`config.mk`:
```
export PLATFORM = sky130hd
export DESIGN_NAME = regfile_reader_flat
export DESIGN_NICKNAME = d
export VERILOG_FILES = /design/src/rtl/regfile_reader_if.sv /design/src/rtl/regfile_reader.sv /design/src/flat_wrapper.sv
export SDC_FILE = /design/constraint.sdc
export NUM_CORES = 2
export LEC_CHECK = 0
export CAP_MARGIN = 20
export CORE_ASPECT_RATIO = 0.6
export CORE_MARGIN = 2
export CORE_UTILIZATION = 30
export CTS_CLUSTER_DIAMETER = 80
export DETAILED_ROUTE_END_ITERATION = 16
export PLACE_DENSITY_LB_ADDON = 0.3
export SYNTH_ARGS = -nofsm -noshare
export SYNTH_HDL_FRONTEND = slang
export SYNTH_SLANG_ARGS = --single-unit
export TNS_END_PERCENT = 10
```
`constraint.sdc`:
```
create_clock -name clk -period 2 [get_ports clk]
set_input_delay 0.6 -clock clk [delete_from_list [all_inputs] [get_ports clk]]
set_output_delay 0.6 -clock clk [all_outputs]
set_load 0.01 [all_outputs]
```
`src/rtl/regfile_reader_if.sv`:
```
// Bundle between the write-back stage, the decode stage and the register file.
// master: the pipeline side that drives writes and read requests.
// slave:  the register file that returns the registered operands.
interface regfile_reader_if #(
   parameter int DATA_W = 32,
   parameter int ADDR_W = 5
);
   logic              wb_reg_wen;
   logic [ADDR_W-1:0] wb_reg_waddr;
   logic [DATA_W-1:0] wb_reg_wdata;

   logic              id_rs1_rd;
   logic [ADDR_W-1:0] id_rs1_addr;
   logic              id_rs2_rd;
   logic [ADDR_W-1:0] id_rs2_addr;
   logic              id_stall;
   logic              id_flush;

   logic [DATA_W-1:0] rs1_rdata;
   logic [DATA_W-1:0] rs2_rdata;

   modport master (
      output wb_reg_wen, wb_reg_waddr, wb_reg_wdata,
      output id_rs1_rd, id_rs1_addr, id_rs2_rd, id_rs2_addr,
      output id_stall, id_flush,
      input  rs1_rdata, rs2_rdata
   );

   modport slave (
      input  wb_reg_wen, wb_reg_waddr, wb_reg_wdata,
      input  id_rs1_rd, id_rs1_addr, id_rs2_rd, id_rs2_addr,
      input  id_stall, id_flush,
      output rs1_rdata, rs2_rdata
   );
endinterface

```
`src/rtl/regfile_reader.sv`:
```
// Integer register file with two registered read ports feeding the ID/EX
// boundary. A read that coincides with a WB write to the same register sees
// the new value, and a stalled port keeps following WB writes to the register
// it is holding, so decode never consumes a stale operand. x0 reads as zero.
module regfile_reader #(
   parameter int DATA_W = 32,
   parameter int ADDR_W = 5
) (
   input  logic             clk,
   input  logic             rst,
   regfile_reader_if.slave  rf
);

   localparam int DEPTH = 1 << ADDR_W;

   typedef struct packed {
      logic [ADDR_W-1:0] addr;
      logic [DATA_W-1:0] data;
   } port_t;

   logic [DATA_W-1:0] mem_q [DEPTH];

   port_t rs1_q, rs1_d;
   port_t rs2_q, rs2_d;

   logic              wr_en;
   logic [DATA_W-1:0] rs1_arr;
   logic [DATA_W-1:0] rs2_arr;

   // x0 writes are dropped here, so entry 0 never leaves its reset value
   assign wr_en   = rf.wb_reg_wen && (rf.wb_reg_waddr != '0);
   assign rs1_arr = mem_q[rf.id_rs1_addr];
   assign rs2_arr = mem_q[rf.id_rs2_addr];

   // Next operand state for one port: flush, then stall refresh, then a fresh
   // read with same-cycle bypass, otherwise hold.
   function automatic port_t port_next(
      input port_t             cur,
      input logic              rd,
      input logic [ADDR_W-1:0] addr,
      input logic [DATA_W-1:0] arr_data,
      input logic              flush,
      input logic              stall,
      input logic              wen,
      input logic [ADDR_W-1:0] waddr,
      input logic [DATA_W-1:0] wdata
   );
      port_t nxt;
      nxt = cur;
      if (flush) begin
         nxt.addr = '0;
         nxt.data = '0;
      end else if (stall) begin
         if (wen && (waddr == cur.addr) && (cur.addr != '0)) begin
            nxt.data = wdata;
         end
      end else if (rd) begin
         nxt.addr = addr;
         if (addr == '0) begin
            nxt.data = '0;
         end else if (wen && (waddr == addr)) begin
            nxt.data = wdata;
         end else begin
            nxt.data = arr_data;
         end
      end
      return nxt;
   endfunction

   // Operand next-state for both ports; the ports are fully independent
   always_comb begin
      rs1_d = port_next(rs1_q, rf.id_rs1_rd, rf.id_rs1_addr, rs1_arr,
                        rf.id_flush, rf.id_stall,
                        rf.wb_reg_wen, rf.wb_reg_waddr, rf.wb_reg_wdata);
      rs2_d = port_next(rs2_q, rf.id_rs2_rd, rf.id_rs2_addr, rs2_arr,
                        rf.id_flush, rf.id_stall,
                        rf.wb_reg_wen, rf.wb_reg_waddr, rf.wb_reg_wdata);
   end

   // Register array; the write lands regardless of stall or flush
   always_ff @(posedge clk or negedge rst) begin
      if (!rst) begin
         for (int i = 0; i < DEPTH; i++) begin
            mem_q[i] <= '0;
         end
      end else if (wr_en) begin
         mem_q[rf.wb_reg_waddr] <= rf.wb_reg_wdata;
      end
   end

   // Latched read addresses and registered operands
   always_ff @(posedge clk or negedge rst) begin
      if (!rst) begin
         rs1_q <= '0;
         rs2_q <= '0;
      end else begin
         rs1_q <= rs1_d;
         rs2_q <= rs2_d;
      end
   end

   assign rf.rs1_rdata = rs1_q.data;
   assign rf.rs2_rdata = rs2_q.data;

endmodule
```
`src/flat_wrapper.sv`:
```
// flat-port wrapper written by rule: the top's interface ports become plain ports
module regfile_reader_flat 
#(
   parameter int DATA_W = 32,
   parameter int ADDR_W = 5
)
  (clk, rst, rf_wb_reg_wen, rf_wb_reg_waddr, rf_wb_reg_wdata, rf_id_rs1_rd, rf_id_rs1_addr, rf_id_rs2_rd, rf_id_rs2_addr, rf_id_stall, rf_id_flush, rf_rs1_rdata, rf_rs2_rdata);
  regfile_reader_if #(.DATA_W(DATA_W), .ADDR_W(ADDR_W)) rf_i ();
  input  logic clk;
  input  logic rst;
  input wire logic [$bits(rf_i.wb_reg_wen)-1:0] rf_wb_reg_wen;
  input wire logic [$bits(rf_i.wb_reg_waddr)-1:0] rf_wb_reg_waddr;
  input wire logic [$bits(rf_i.wb_reg_wdata)-1:0] rf_wb_reg_wdata;
  input wire logic [$bits(rf_i.id_rs1_rd)-1:0] rf_id_rs1_rd;
  input wire logic [$bits(rf_i.id_rs1_addr)-1:0] rf_id_rs1_addr;
  input wire logic [$bits(rf_i.id_rs2_rd)-1:0] rf_id_rs2_rd;
  input wire logic [$bits(rf_i.id_rs2_addr)-1:0] rf_id_rs2_addr;
  input wire logic [$bits(rf_i.id_stall)-1:0] rf_id_stall;
  input wire logic [$bits(rf_i.id_flush)-1:0] rf_id_flush;
  output wire logic [$bits(rf_i.rs1_rdata)-1:0] rf_rs1_rdata;
  output wire logic [$bits(rf_i.rs2_rdata)-1:0] rf_rs2_rdata;
  assign rf_i.wb_reg_wen = rf_wb_reg_wen;
  assign rf_i.wb_reg_waddr = rf_wb_reg_waddr;
  assign rf_i.wb_reg_wdata = rf_wb_reg_wdata;
  assign rf_i.id_rs1_rd = rf_id_rs1_rd;
  assign rf_i.id_rs1_addr = rf_id_rs1_addr;
  assign rf_i.id_rs2_rd = rf_id_rs2_rd;
  assign rf_i.id_rs2_addr = rf_id_rs2_addr;
  assign rf_i.id_stall = rf_id_stall;
  assign rf_i.id_flush = rf_id_flush;
  assign rf_rs1_rdata = rf_i.rs1_rdata;
  assign rf_rs2_rdata = rf_i.rs2_rdata;
  regfile_reader #(.DATA_W(DATA_W), .ADDR_W(ADDR_W)) u_core (.clk(clk), .rst(rst), .rf(rf_i));
endmodule
```
==> out/qor.yml <==
run_status:
  status: "finished, violations left"
  violations: "setup timing"
power:
  ir_worst_vdd_uv: 740.9
  p_per_area_nw_per_um2: 935.8
  p_leak_nw: 30.82
sta:
  finalCritPeriodShare: 1.106
  rsz0062_at_grt: "yes"
  finalCriticalPeriod_ns: 2.212
  relSlewSlack: 0.1991
  final.setup.worst_slack_ns: -0.2125
  tightest_slew_ns: 1.196
  hold_viol_final: 0
  drv_slew: 0
  clock_skew_ns: 0.03018
  clock.fmax_mhz: 452.0
  fin_tns_setup_ns: -4.894
  setup_viol: 66
worst_setup_path:
  crit_family: "buffers and inverters"
  cp.required_ns: 2.62
  worstPathCellList: "buf_2 > buf_4 > nand3b_1 > buf_4 > o22ai_1 > nor4_1 > nor2_1 > o21ai_0 > buf_4 > o21ai_1"
  crit_slowest_cell: "o21ai_0"
  rr_startpoint: "u_core.rs1_q[34]"
  critPathMostFrequentCell: "buf_4"
  max_stage_delay_ns: 0.43
  reg2reg_to: "u_core.rf.rs1_rdata[26]"
  worst_r2r_path_depth: 8
  critPathKind: "in -> reg"
  cp-end-kind: "flop"
  crit_path_start_kind: "primary input"
  crit_buf_inv: 4
  reg2reg_slack_ns: -0.11
  worstPathArrival_ns: 2.83
  path_max_fanout: 10
die:
  dieArea_um2: 196000
  core_region_area_um2: 190800
  dieWidth_um: 570.2
  pin_count: 118
  start_util: 0.3023
  die_h_um: 343.7
  rows: 124
route:
  drc: 0
  met1_length_um: 103500
  viasPerCell: 5.681
  dr.pass1.iters: 5
  postRouteAntennaNets: 0
  drt-total-wl_um: 217500
  wl_met3_um: 20280
  drt-initial-drc-count: 4267
  highest_layer: "met5"
  dr_wl_met2_um: 88810
  wire_per_inst_um: 31.24
  vias: 39540
synthesis:
  synth_nets: 3992
  synth_flop_cell: "dfrtp_1"
  synth_compound_area_frac: 0.04229
  synth-edff-count: 0
  synth-adder-area-share: 0
  synth_xor_area_frac: 0.003036
  yosysUniqueCellTypes: 53
  synth_area_per_cell_um2: 14.65
  synth_top_family_by_area: "multiplexers"
  ys_async_sr_fraction: 1.000
  syn_inst: 3938
  synth-simple-area-share: 0.03021
  ys_seq_area_frac: 0.4762
  muxShareOfSynthArea: 0.4075
  ys_warn_count: 0
  synth-seq-cells: 1098
  syn_area_um2: 57700
cts:
  cts_buffers: 105
  insertion_delay_ns: 0.73
  clock_sinks: 1098
  ctsRootBufferMaster: "clkbuf_16"
  clockBufferDepth: 3
  h-tree-depth: 3
  cts.clk_slew.worst_paths_ns: 0.07
  cts_tree: "done"
grt:
  grt_pass1_vias: 39650
  antenna_found_initial: 9
  grt.overflow.total: 0
  grt_usage: 0.2211
  grt_max_degree: 93
  grt_pass1_wl_um: 311300
finish:
  layout.cells.non_filler: 6960
  fillCellCount: 17990
  area_growth_pct: 23.49
  drive_gt1_frac: 0.5791
  multi_input_area_um2: 28290
  regArea_um2: 27550
  nNetsFinal: 4407
placement:
  pre_cts_ws_ns: -1.104
  dp_hpwl_um: 153500
  gp_congestion: 0.8722
  dp_cells: 6745
  io_buffers: 117
min_path:
  hold_path_class: "reg -> reg"
  min_to: "u_core.mem_q[1007]"
  hold_depth: 0
  holdCritStartpoint: "u_core.mem_q[1007]"
job:
  maxCapViolations: 0
[worst max-delay path by stage]
stage                                  start                      end  slack [ns]  cells past startpoint
after CTS                   u_core.rs2_q[34]  u_core.rf.rs2_rdata[11]       -0.11                      9
after global placement    rf_wb_reg_waddr[1]   u_core.rf.rs1_rdata[8]       -1.06                      9
after detailed placement  rf_wb_reg_waddr[1]   u_core.rf.rs1_rdata[8]       -1.10                      9
after global routing        u_core.rs2_q[36]  u_core.rf.rs2_rdata[10]       -0.23                      9
after floorplan           rf_wb_reg_waddr[1]  u_core.rf.rs1_rdata[19]       -0.50                      9
final                      rf_id_rs1_addr[3]  u_core.rf.rs1_rdata[23]       -0.21                     10
[placed cells by master, fill, tap and decap left out, types with 10 or more instances in the layout]
cell type        netlist  final
a221o_1               19     19
dfrtp_1             1098   1038
mux2_2               974    974
nor3_2                 0     14
nand2b_1              12     11
a22oi_1               61     58
a211oi_1              17     10
a21oi_1               28     28
buf_6                  7     31
buf_12                 0    177
nand2_2                0     11
clkinv_2               0     20
nor2_1                51     35
xor2_1                18     18
dfrtp_2                0     60
o22ai_1              104    104
mux2i_1              108    108
nor2_4                 0     16
clkbuf_8               0     21
nand2_1              161    147
nor2b_1               49     46
clkdlybuf4s50_1        0     37
bufinv_16              0     18
o21ai_1                1     12
clkbuf_16              0    105
o21ai_0               86     71
buf_2                 71     41
mux4_2               509    509
nor3_1                49     33
o221ai_1              12     12
buf_4                 91    502
[where the power goes]
part / total, mW / switching (mW) / internal, mW / leakage, nW
clock network: 22.6 / 9.79 / 12.8 / 1.86
logic: 14.6 / 5.82 / 8.76 / 14.9
registers: 29.5 / 3.22 / 26.3 / 14.0
[per-layer routing]
metal  vias to the layer above  global-route usage
met2                      1739              0.3040
met3                       256             0.05781
met5                         -                   0
li1                      15880                   -
met4                         2             0.04848
met1                     21670              0.3430
[flip-flops by register name, indices dropped and copies added (netlist names)]
name / count
u_core.rf.rs2_rdata: 32
u_core.rf.rs1_rdata: 32
u_core.rs2_q: 5
u_core.mem_q: 1024
u_core.rs1_q: 5
[through the flow]
step                      hold WS [ns]  utilization  power [mW]  instance area (um2)
after floorplan                 0.3044            -       38.12                58050
after global placement          0.3774       0.3521       43.76                67190
after detailed placement        0.3836       0.3521       44.15                67190
after CTS                       0.3855       0.3732       66.84                71220
after global routing            0.4017       0.3734       69.28                71250
final                           0.3978       0.3734       66.67                71250
[what timing repair did]
| item | in CTS | in global routing |
|---|---|---|
| pin swaps | 30 | 2 |
| setup endpoints to repair | 199 | 86 |
| hold endpoints to repair | 5 | 0 |
| resized for setup | 403 | 6 |
| cloned | 1 | 0 |
| hold buffers | 1 | 0 |
| setup buffers | 18 | 1 |
[area by class of cell]
class | instances | area share
clock inverter | 57 | 0.01201
inverter | 4 | 0.0002107
sequential | 1098 | 0.3867
tap | 2520 | 0.04425
antenna | 2 | 0.00007024
multi-input combinational | 2343 | 0.3971
timing repair buffer | 801 | 0.1182
clock buffer | 135 | 0.04141
[cell families after synthesis]
| logic type | count (synthesis) |
|---|---|
| AOI/OAI and AO/OA | 367 |
| xor gates and xnor gates | 20 |
| buffers and inverters | 497 |
| DFF | 1098 |
| muxes | 1591 |
| and+or+nand+nor | 365 |
[cells in the mapped netlist, drive strengths merged (7+ instances only)]
cell	instances	area [um2]
mux4	509	11460
nand3	8	40.04
nand2	161	604.3
nand2b	12	75.07
nor3	49	245.2
mux2	974	10970
nor2	51	191.4
a22oi	61	457.9
dfrtp	1098	27480
a31oi	7	58.81
xor2	18	157.7
a221o	19	190.2
o221ai	12	105.1
o22ai	104	650.6
nor4	8	56.30
a221oi	9	78.83
o21bai	7	52.55
buf	197	1222
nor2b	49	306.5
a21oi	28	140.1
o21ai	87	435.4
clkbuf	296	1111
a211oi	17	127.6
mux2i	108	1081
No activity file was read; power rests on OpenSTA's default activity.
